==> config.mk <==
export PLATFORM = sky130hd
export DESIGN_NAME = rob_ctrl_flat
export DESIGN_NICKNAME = d
export VERILOG_FILES = /design/src/rtl/rob_ctrl_if.sv /design/src/rtl/rob_ctrl.sv /design/src/flat_wrapper.sv
export SDC_FILE = /design/constraint.sdc
export NUM_CORES = 1
export LEC_CHECK = 0
export CAP_MARGIN = 20
export CORE_AREA = 5 5 114 116
export DETAILED_ROUTE_END_ITERATION = 10
export DIE_AREA = 0 0 119 121
export PLACE_DENSITY = 0.7
export SLEW_MARGIN = 15
export SYNTH_ARGS = -nofsm -noshare
export SYNTH_HDL_FRONTEND = slang
export SYNTH_SLANG_ARGS = --single-unit
==> constraint.sdc <==
create_clock -name clk -period 2.53 [get_ports clk]
set_input_delay 0.253 -clock clk [delete_from_list [all_inputs] [get_ports clk]]
set_output_delay 0.253 -clock clk [all_outputs]
set_load 0.05 [all_outputs]
==> src/rtl/rob_ctrl_if.sv <==
// Reorder-buffer control interface: dispatch allocation, completion writeback,
// in-order commit, operand lookup and occupancy status.
// slave = the ROB sequencer, master = the surrounding pipeline.
interface rob_ctrl_if #(
  parameter int PTR_W  = 3,
  parameter int DATA_W = 32
);
  logic              flush;
  logic              alloc_valid;
  logic              alloc_ready;
  logic [DATA_W-1:0] alloc_cell;
  logic [PTR_W-1:0]  alloc_tag;
  logic              cmpl_valid;
  logic [PTR_W-1:0]  cmpl_tag;
  logic [DATA_W-1:0] cmpl_cell;
  logic              commit_valid;
  logic              commit_ready;
  logic [PTR_W-1:0]  commit_tag;
  logic [DATA_W-1:0] commit_cell;
  logic [PTR_W-1:0]  lookup_tag;
  logic [DATA_W-1:0] lookup_cell;
  logic              lookup_done;
  logic [PTR_W:0]    count;
  logic              full;
  logic              empty;

  modport slave (
    input  flush, alloc_valid, alloc_cell, cmpl_valid, cmpl_tag, cmpl_cell,
           commit_ready, lookup_tag,
    output alloc_ready, alloc_tag, commit_valid, commit_tag, commit_cell,
           lookup_cell, lookup_done, count, full, empty
  );

  modport master (
    output flush, alloc_valid, alloc_cell, cmpl_valid, cmpl_tag, cmpl_cell,
           commit_ready, lookup_tag,
    input  alloc_ready, alloc_tag, commit_valid, commit_tag, commit_cell,
           lookup_cell, lookup_done, count, full, empty
  );
endinterface

==> src/rtl/rob_ctrl.sv <==
// rob_ctrl: reorder-buffer sequencer. Owns head/tail/occupancy and per-entry
// done bits and maps allocation, completion, commit and lookup onto the
// external storage array's two write and two read ports.
// Optional feature macro: QU_ROB_CTRL_STATS_EN adds commit and full-stall
// statistics counters (cleared by rst only, not by flush).
module rob_ctrl #(
  parameter int DEPTH  = 8,
  parameter int PTR_W  = $clog2(DEPTH),
  parameter int DATA_W = 32
) (
  input  logic              clk,
  input  logic              rst,
  rob_ctrl_if.slave         bus,
  output logic              rob_wr1_en_o,
  output logic [PTR_W-1:0]  rob_wr1_addr_o,
  output logic [DATA_W-1:0] rob_wr1_in_o,
  output logic              rob_wr2_en_o,
  output logic [PTR_W-1:0]  rob_wr2_addr_o,
  output logic [DATA_W-1:0] rob_wr2_in_o,
  output logic [PTR_W-1:0]  rob_rd1_addr_o,
  input  logic [DATA_W-1:0] rob_rd1_out_i,
  output logic [PTR_W-1:0]  rob_rd2_addr_o,
  input  logic [DATA_W-1:0] rob_rd2_out_i
`ifdef QU_ROB_CTRL_STATS_EN
  ,
  output logic [31:0]       stat_commits_o,
  output logic [31:0]       stat_full_stalls_o
`endif
);

  localparam logic [PTR_W:0] DEPTH_C = (PTR_W+1)'(DEPTH);

  logic [PTR_W-1:0] head_q, head_d;
  logic [PTR_W-1:0] tail_q, tail_d;
  logic [PTR_W:0]   count_q, count_d;
  logic [DEPTH-1:0] done_q, done_d;

  logic full_w;
  logic empty_w;
  logic alloc_ready_w;
  logic alloc_fire;
  logic cmpl_acc;
  logic commit_valid_w;
  logic commit_fire;

  // An entry is live when its distance from head (mod DEPTH) is below count.
  function automatic logic is_live(input logic [PTR_W-1:0] tag,
                                   input logic [PTR_W-1:0] head,
                                   input logic [PTR_W:0]   cnt);
    logic [PTR_W-1:0] off;
    off = tag - head;
    return ({1'b0, off} < cnt);
  endfunction

  // Status is forced to the empty view while reset is asserted.
  assign full_w  = rst && (count_q == DEPTH_C);
  assign empty_w = !rst || (count_q == '0);

  // Allocation never depends on commit_ready: a full buffer stays closed
  // for the cycle even when the head is retiring.
  assign alloc_ready_w  = rst && !full_w && !bus.flush;
  assign alloc_fire     = bus.alloc_valid && alloc_ready_w;
  assign cmpl_acc       = rst && !bus.flush && bus.cmpl_valid &&
                          is_live(bus.cmpl_tag, head_q, count_q);
  assign commit_valid_w = rst && !empty_w && done_q[head_q] && !bus.flush;
  assign commit_fire    = commit_valid_w && bus.commit_ready;

  assign bus.alloc_ready  = alloc_ready_w;
  assign bus.alloc_tag    = tail_q;
  assign bus.commit_valid = commit_valid_w;
  assign bus.commit_tag   = head_q;
  assign bus.commit_cell  = rob_rd1_out_i;
  assign bus.lookup_cell  = rob_rd2_out_i;
  assign bus.lookup_done  = rst && is_live(bus.lookup_tag, head_q, count_q) &&
                            done_q[bus.lookup_tag];
  assign bus.count        = rst ? count_q : '0;
  assign bus.full         = full_w;
  assign bus.empty        = empty_w;

  assign rob_wr1_en_o   = alloc_fire;
  assign rob_wr1_addr_o = tail_q;
  assign rob_wr1_in_o   = bus.alloc_cell;
  assign rob_wr2_en_o   = cmpl_acc;
  assign rob_wr2_addr_o = bus.cmpl_tag;
  assign rob_wr2_in_o   = bus.cmpl_cell;
  assign rob_rd1_addr_o = head_q;
  assign rob_rd2_addr_o = bus.lookup_tag;

  // Next-state: flush wins; otherwise alloc, completion and commit all apply.
  always_comb begin
    head_d  = head_q;
    tail_d  = tail_q;
    count_d = count_q;
    done_d  = done_q;
    if (bus.flush) begin
      head_d  = '0;
      tail_d  = '0;
      count_d = '0;
      done_d  = '0;
    end else begin
      if (alloc_fire) begin
        done_d[tail_q] = 1'b0;
        tail_d         = tail_q + 1'b1;
      end
      if (cmpl_acc) begin
        done_d[bus.cmpl_tag] = 1'b1;
      end
      // Clear after the completion set so a retiring head slot is left clean.
      if (commit_fire) begin
        done_d[head_q] = 1'b0;
        head_d         = head_q + 1'b1;
      end
      count_d = count_q + (PTR_W+1)'(alloc_fire) - (PTR_W+1)'(commit_fire);
    end
  end

  // State register with synchronous active-low reset.
  always_ff @(posedge clk) begin
    if (!rst) begin
      head_q  <= '0;
      tail_q  <= '0;
      count_q <= '0;
      done_q  <= '0;
    end else begin
      head_q  <= head_d;
      tail_q  <= tail_d;
      count_q <= count_d;
      done_q  <= done_d;
    end
  end

`ifdef QU_ROB_CTRL_STATS_EN
  logic [31:0] stat_commits_q;
  logic [31:0] stat_full_stalls_q;

  // Free-running statistics; flush deliberately leaves them untouched.
  always_ff @(posedge clk) begin
    if (!rst) begin
      stat_commits_q     <= '0;
      stat_full_stalls_q <= '0;
    end else begin
      if (commit_fire) begin
        stat_commits_q <= stat_commits_q + 32'd1;
      end
      if (bus.alloc_valid && full_w) begin
        stat_full_stalls_q <= stat_full_stalls_q + 32'd1;
      end
    end
  end

  assign stat_commits_o     = stat_commits_q;
  assign stat_full_stalls_o = stat_full_stalls_q;
`endif

endmodule

==> src/flat_wrapper.sv <==
// flat-port wrapper written by rule: the top's interface ports become plain ports
module rob_ctrl_flat 
#(
  parameter int DEPTH  = 8,
  parameter int PTR_W  = $clog2(DEPTH),
  parameter int DATA_W = 32
)
  (clk, rst, rob_wr1_en_o, rob_wr1_addr_o, rob_wr1_in_o, rob_wr2_en_o, rob_wr2_addr_o, rob_wr2_in_o, rob_rd1_addr_o, rob_rd1_out_i, rob_rd2_addr_o, rob_rd2_out_i, bus_flush, bus_alloc_valid, bus_alloc_cell, bus_cmpl_valid, bus_cmpl_tag, bus_cmpl_cell, bus_commit_ready, bus_lookup_tag, bus_alloc_ready, bus_alloc_tag, bus_commit_valid, bus_commit_tag, bus_commit_cell, bus_lookup_cell, bus_lookup_done, bus_count, bus_full, bus_empty);
  rob_ctrl_if #(.PTR_W(PTR_W), .DATA_W(DATA_W)) bus_i ();
  input  logic clk;
  input  logic rst;
  output logic rob_wr1_en_o;
  output logic [PTR_W-1:0] rob_wr1_addr_o;
  output logic [DATA_W-1:0] rob_wr1_in_o;
  output logic rob_wr2_en_o;
  output logic [PTR_W-1:0] rob_wr2_addr_o;
  output logic [DATA_W-1:0] rob_wr2_in_o;
  output logic [PTR_W-1:0] rob_rd1_addr_o;
  input  logic [DATA_W-1:0] rob_rd1_out_i;
  output logic [PTR_W-1:0] rob_rd2_addr_o;
  input  logic [DATA_W-1:0] rob_rd2_out_i;
  input wire logic [$bits(bus_i.flush)-1:0] bus_flush;
  input wire logic [$bits(bus_i.alloc_valid)-1:0] bus_alloc_valid;
  input wire logic [$bits(bus_i.alloc_cell)-1:0] bus_alloc_cell;
  input wire logic [$bits(bus_i.cmpl_valid)-1:0] bus_cmpl_valid;
  input wire logic [$bits(bus_i.cmpl_tag)-1:0] bus_cmpl_tag;
  input wire logic [$bits(bus_i.cmpl_cell)-1:0] bus_cmpl_cell;
  input wire logic [$bits(bus_i.commit_ready)-1:0] bus_commit_ready;
  input wire logic [$bits(bus_i.lookup_tag)-1:0] bus_lookup_tag;
  output wire logic [$bits(bus_i.alloc_ready)-1:0] bus_alloc_ready;
  output wire logic [$bits(bus_i.alloc_tag)-1:0] bus_alloc_tag;
  output wire logic [$bits(bus_i.commit_valid)-1:0] bus_commit_valid;
  output wire logic [$bits(bus_i.commit_tag)-1:0] bus_commit_tag;
  output wire logic [$bits(bus_i.commit_cell)-1:0] bus_commit_cell;
  output wire logic [$bits(bus_i.lookup_cell)-1:0] bus_lookup_cell;
  output wire logic [$bits(bus_i.lookup_done)-1:0] bus_lookup_done;
  output wire logic [$bits(bus_i.count)-1:0] bus_count;
  output wire logic [$bits(bus_i.full)-1:0] bus_full;
  output wire logic [$bits(bus_i.empty)-1:0] bus_empty;
  assign bus_i.flush = bus_flush;
  assign bus_i.alloc_valid = bus_alloc_valid;
  assign bus_i.alloc_cell = bus_alloc_cell;
  assign bus_i.cmpl_valid = bus_cmpl_valid;
  assign bus_i.cmpl_tag = bus_cmpl_tag;
  assign bus_i.cmpl_cell = bus_cmpl_cell;
  assign bus_i.commit_ready = bus_commit_ready;
  assign bus_i.lookup_tag = bus_lookup_tag;
  assign bus_alloc_ready = bus_i.alloc_ready;
  assign bus_alloc_tag = bus_i.alloc_tag;
  assign bus_commit_valid = bus_i.commit_valid;
  assign bus_commit_tag = bus_i.commit_tag;
  assign bus_commit_cell = bus_i.commit_cell;
  assign bus_lookup_cell = bus_i.lookup_cell;
  assign bus_lookup_done = bus_i.lookup_done;
  assign bus_count = bus_i.count;
  assign bus_full = bus_i.full;
  assign bus_empty = bus_i.empty;
  rob_ctrl #(.DEPTH(DEPTH), .PTR_W(PTR_W), .DATA_W(DATA_W)) u_core (.clk(clk), .rst(rst), .bus(bus_i), .rob_wr1_en_o(rob_wr1_en_o), .rob_wr1_addr_o(rob_wr1_addr_o), .rob_wr1_in_o(rob_wr1_in_o), .rob_wr2_en_o(rob_wr2_en_o), .rob_wr2_addr_o(rob_wr2_addr_o), .rob_wr2_in_o(rob_wr2_in_o), .rob_rd1_addr_o(rob_rd1_addr_o), .rob_rd1_out_i(rob_rd1_out_i), .rob_rd2_addr_o(rob_rd2_addr_o), .rob_rd2_out_i(rob_rd2_out_i));
endmodule
=== After elaboration in Yosys (flattened, before gate mapping) ===
Index checks and enable logic that the tools add are counted.

* Output and inout bits: 157
* Logic and storage cells: 65
* Input bits: 140
* Flip-flop bits (word level): 18

* Order comparisons: 9
* $add $sub $neg: 6
* Reduce and logical (&&, ||, !) cells: 23
* Bitwise logic cells: 6
* Mux-type cells: 16
* Equal/unequal tests: 1

{| class="wikitable"
|+ Operator list
! operator !! number
|-
| $mux W8 || 5
|-
| $and A8 B8 Y8 || 2
|-
| $logic_and A1 B1 Y1 || 16
|-
| $lt A3 B4 Y1 const B || 4
|-
| $not A8 Y8 || 2
|-
| $demux W1 S3 || 3
|-
| $ge A3 B1 Y1 const B || 3
|-
| $lt A3 B4 Y1 || 2
|-
| $or A8 B8 Y8 || 1
|-
| $add A3 B1 Y3 const B || 2
|-
| $bmux W1 S3 || 2
|-
| $sub A3 B3 Y3 || 2
|-
| $mux W1 || 5
|-
| $add A4 B1 Y4 || 1
|-
| $eq A4 B4 Y1 const B || 1
|-
| $logic_not A1 Y1 || 4
|-
| $logic_not A4 Y1 || 1
|-
| $mux W4 || 1
|-
| $sub A4 B1 Y4 || 1
|-
| $reduce_or A2 Y1 || 1
|-
| $logic_or A1 B1 Y1 || 1
|-
| $not A1 Y1 || 1
|}

=== Longest topological paths before layout ===
Gate-level depths: netlist (run 1).

* Depth in word-level cells: 13
* Depth in mapped cells: 12
* Gate-level depth less buffers: 12

=== Least setup slack after synthesis (run 1) ===
OpenSTA, ideal clock, no wires.

* Path kind: register to output
* Start point: register u_core.head_q[0] (netlist: u_core.bus.commit_tag[0])
* End point: output port rob_wr2_en_o
* Data required time: 2.277 ns
* Buffers on the path: 0
* Data arrival time: 3.129 ns
* Cell stages (with the launch flop): 10
* Slack: -0.852 ns
* Path through: dfxtp_1 > ha_1 > inv_1 > fa_1 > xnor2_1 > xnor2_1 > ha_1 > or2_2 > o221ai_1 > and3_1

* Longest elaborated chain between the ends: 3

{| class="wikitable"
|+ Ends and longest elaborated chain
! element !! line !! source
|-
| start: declaration || rob_ctrl.sv:33 || <nowiki>logic [PTR_W-1:0] head_q, head_d;</nowiki>
|-
| start signal: assignment || rob_ctrl.sv:120 || <nowiki>head_q <= '0;</nowiki>
|-
| start signal: assignment || rob_ctrl.sv:125 || <nowiki>head_q <= head_d;</nowiki>
|-
| $sub A3 B3 Y3 || rob_ctrl.sv:51 || <nowiki>off = tag - head;</nowiki>
|-
| $lt A3 B4 Y1 || rob_ctrl.sv:52 || <nowiki>return ({1'b0, off} < cnt);</nowiki>
|-
| $logic_and A1 B1 Y1 || rob_ctrl.sv:63 || <nowiki>assign cmpl_acc = rst && !bus.flush && bus.cmpl_valid &&</nowiki>
|-
| end: declaration || flat_wrapper.sv:15 || <nowiki>output logic rob_wr2_en_o;</nowiki>
|}

No other way between the ends.

=== Final worst setup path (run 1) ===
Ends and elaborated chain as after synthesis.

==> results of run 1 <==
-- layout by cell type, fill, tap and decap left out, types with 5 or more instances in the layout --
cell type        instances
a32oi_1                  6
and2_1                   7
buf_12                   5
buf_4                   30
clkdlybuf4s50_1         27
dfxtp_1                 15
ha_1                    11
inv_1                   12
nand2_1                  7
nand3_1                  9
nand4_1                  6
nor2_1                   9
o311ai_0                 6
xnor2_1                  5
-- flip-flops by register name, summed over array words and instances, names as in the netlist --
signal and flops:
u_core.done_q 8, u_core.bus.commit_tag 3, u_core.bus.alloc_tag 3, u_core.count_q 4
-- critical path: stages, from the launching register on --
cell and delay (ns):
dfxtp_4 0.37, ha_4 0.12, inv_2 0.03, fa_2 0.34
xnor2_2 0.14, xnor2_1 0.13, ha_2 0.18, or2_4 0.23
o221ai_4 0.15, and3_4 0.23, buf_12 0.13
-- how the worst max path moves through the flow --
stage,from,to,slack [ns],cells past startpoint
after floorplan,u_core.bus.commit_tag[0],rob_wr2_en_o,-0.006,9
after global placement,bus_cmpl_tag[0],rob_wr2_en_o,-0.25,12
after detailed placement,bus_cmpl_tag[0],rob_wr2_en_o,-0.29,12
after CTS,u_core.bus.commit_tag[0],rob_wr2_en_o,-0.11,10
after global routing,u_core.bus.commit_tag[0],rob_wr2_en_o,-0.13,10
final,u_core.bus.commit_tag[0],rob_wr2_en_o,-0.04,10
-- metrics by stage --
stage               utilization  hold slack [ns]  cell area [um^2]  TNS (ns)  setup WS (ns)
finish                    0.207            0.506              2440   -0.0415        -0.0415
global route              0.207            0.506              2440    -0.507         -0.129
CTS                       0.207            0.506              2440    -0.112         -0.112
detailed placement        0.196            0.506              2310     -1.89         -0.293
global placement          0.196            0.506              2310     -1.55         -0.254
floorplan                     -            0.392              2610  -0.00595       -0.00595
-- cells by family (layout without fill, tap and decap cells) --
logic type                 Yosys count  after routing  synth area share
DFF                                 18             18             0.141
and+or+nand+nor                     56             56             0.123
adders and majority gates           17             17            0.0923
xor gates and xnor gates             8              8            0.0275
AOI/OAI and AO/OA                   31             31            0.0943
muxes                               13             13            0.0731
buffers and inverters              159             83             0.449
-- metal layers --
layer,GRT usage,wire length [um],up-vias
met5,0,0,-
met4,0.0572,323,0
met3,0.0378,668,45
met2,0.119,2490,80
met1,0.0908,2340,768
li1,-,-,733
-- layout make-up --
type | instances | area [um^2]
clock buffers | 4 | 88.8
fillers | 1291 | 9370
repair buffers | 64 | 613
well taps | 147 | 184
flip-flops and latches | 18 | 369
multi-input cells | 125 | 1130
inverters | 15 | 56.3
-- power by group --
group	leakage (uW)	switching, uW	internal, uW
sequential	0.000147	3.47	283
combinational	0.000718	82.9	69.6
clock	0.0000442	113	241
-- repair_timing --
action,CTS,global route
gates cloned,0,0
gates resized for setup,11,0
pin swaps,13,11
endpoints found under the setup margin,2,5
buffers inserted,2,0
==> results.tsv, run 1 <==
stage	metric	value	unit
hold_path	hold_path.class	in2out	
logic_synthesis	yosysSeqAreaShare	0.141	
worst_setup_path	critPathArrivalTime	2.32	ns
floorplanning	core	11800	um^2
worst_setup_path	reg2regPathDepth	10	
pwr	leakagePower	0.000910	uW
worst_setup_path	reg2reg_from	u_core.bus.commit_tag[0]	
worst_setup_path	cp-end-kind	primary output	
outcome	failed_checks	negative setup slack	
logic_synthesis	synth_cell_type_count	44	
worst_setup_path	r2r_end	u_core.count_q[1]	
finish	fin_nets	384	
clock_tree	clockBufferDepth	2	
placed_design	gp_congestion	0.868	
timing	hold_violations	0	
pwr	finalPower	793	uW
clock_tree	cts.sinks	18	
clock_tree	cts_buffers	3	
logic_synthesis	syn_avg_cell_area	8.44	um^2
grt	grt_pass1_vias	1730	
detailed_routing	avgViaCountPerCell	4.36	
logic_synthesis	synth_most_common_cell	buf_4	
detailed_routing	ant_nets	0	
timing	tightest_slew	0.521	ns
logic_synthesis	synthCells	302	
placed_design	hpwlAfterDp	4.84	mm
placed_design	dp_cells	368	
job	max_cap_violations	0	
grt	grt-ovfl-total	0	
floorplanning	ios	297	
clock_tree	htree_levels	1	
timing	fin_ws	-0.0415	ns
timing	fin_worst_skew	0.00292	ns
logic_synthesis	synthTopCellsByArea	buf_4 41%, dfxtp_1 14%, ha_1 6.9%	
clock_tree	clk_pin_slew	0.05	ns
logic_synthesis	async_reset_ff_frac	0	
grt	grt_pass1_wl	9.24	mm
clock_tree	root_buffer	clkbuf_16	
floorplanning	die_h	121	um
detailed_routing	dr.pass1.iters	4	
worst_setup_path	crit_required	2.28	ns
floorplanning	fp-row-count	40	
detailed_routing	wire_per_inst	15.6	um
logic_synthesis	synth_ff_type	dfxtp_1	
floorplanning	die_w	119	um
timing	fin_crit	2.57	ns
outcome	run_status	complete, but fails checks	
detailed_routing	wl	5.82	mm
floorplanning	initial_core_util	0.216	
logic_synthesis	synth_nets	459	
logic_synthesis	ys_ff_latch	18	
finish	diodes	0	
pwr	power.density	325	nW/um^2
finish	drive_gt1_frac	0.332	
worst_setup_path	critPathKind	reg2out	
grt	gr-usage-all-layers	0.0806	
clock_tree	worst_skew_pair.late_latency	0.25	ns
worst_setup_path	cp_max_fo	3	
logic_synthesis	yosys-top-cells-count	140 x buf_4, 18 x dfxtp_1, 14 x ha_1, 14 x inv_1	
logic_synthesis	yosysTopAreaCell	buf_4	
timing	slew_headroom	0.652	
grt	grt_max_degree	18	
clock_tree	holdBufCountCts	0	
logic_synthesis	synth-edff-count	0	
timing	setup_viol	1	
detailed_routing	vias	1626	
logic_synthesis	ys_warn_count	0	
logic_synthesis	synth_top_area_frac	0.412	
hold_path	hold_start	rob_rd1_out_i[21]	
detailed_routing	route.detailed.drc	0	
worst_setup_path	start_kind	register	
hold_path	whs_path_depth	0	
floorplanning	dieArea	14400	um^2
timing	drv_slew	0	
timing	fmax	389	MHz
placed_design	io_buffers	40	
timing	rsz0062_at_grt	yes	
finish	synthToLayoutAreaGrowth	-4.27	%
hold_path	min_to	bus_commit_cell[21]	
worst_setup_path	r2r_setup_slack	0.02	ns
pwr	ir_worst_vdd	0.000131	V
finish	instances_no_fill	373	
timing	timing.final.crit_share	1.02	
detailed_routing	drt-initial-drc-count	108	
grt	antenna_found_initial	0	
logic_synthesis	synthesis.area	2550	um^2
clock_tree	cts_tree	built	
No activity file was read; power rests on OpenSTA's default activity.
==> inputs of run 2 (changes only) <==
- ABC_CLOCK_PERIOD_IN_PS: unset -> 2530
==> results of run 2 <==
Final layout, timing and power as in run 1 (identical DEF).
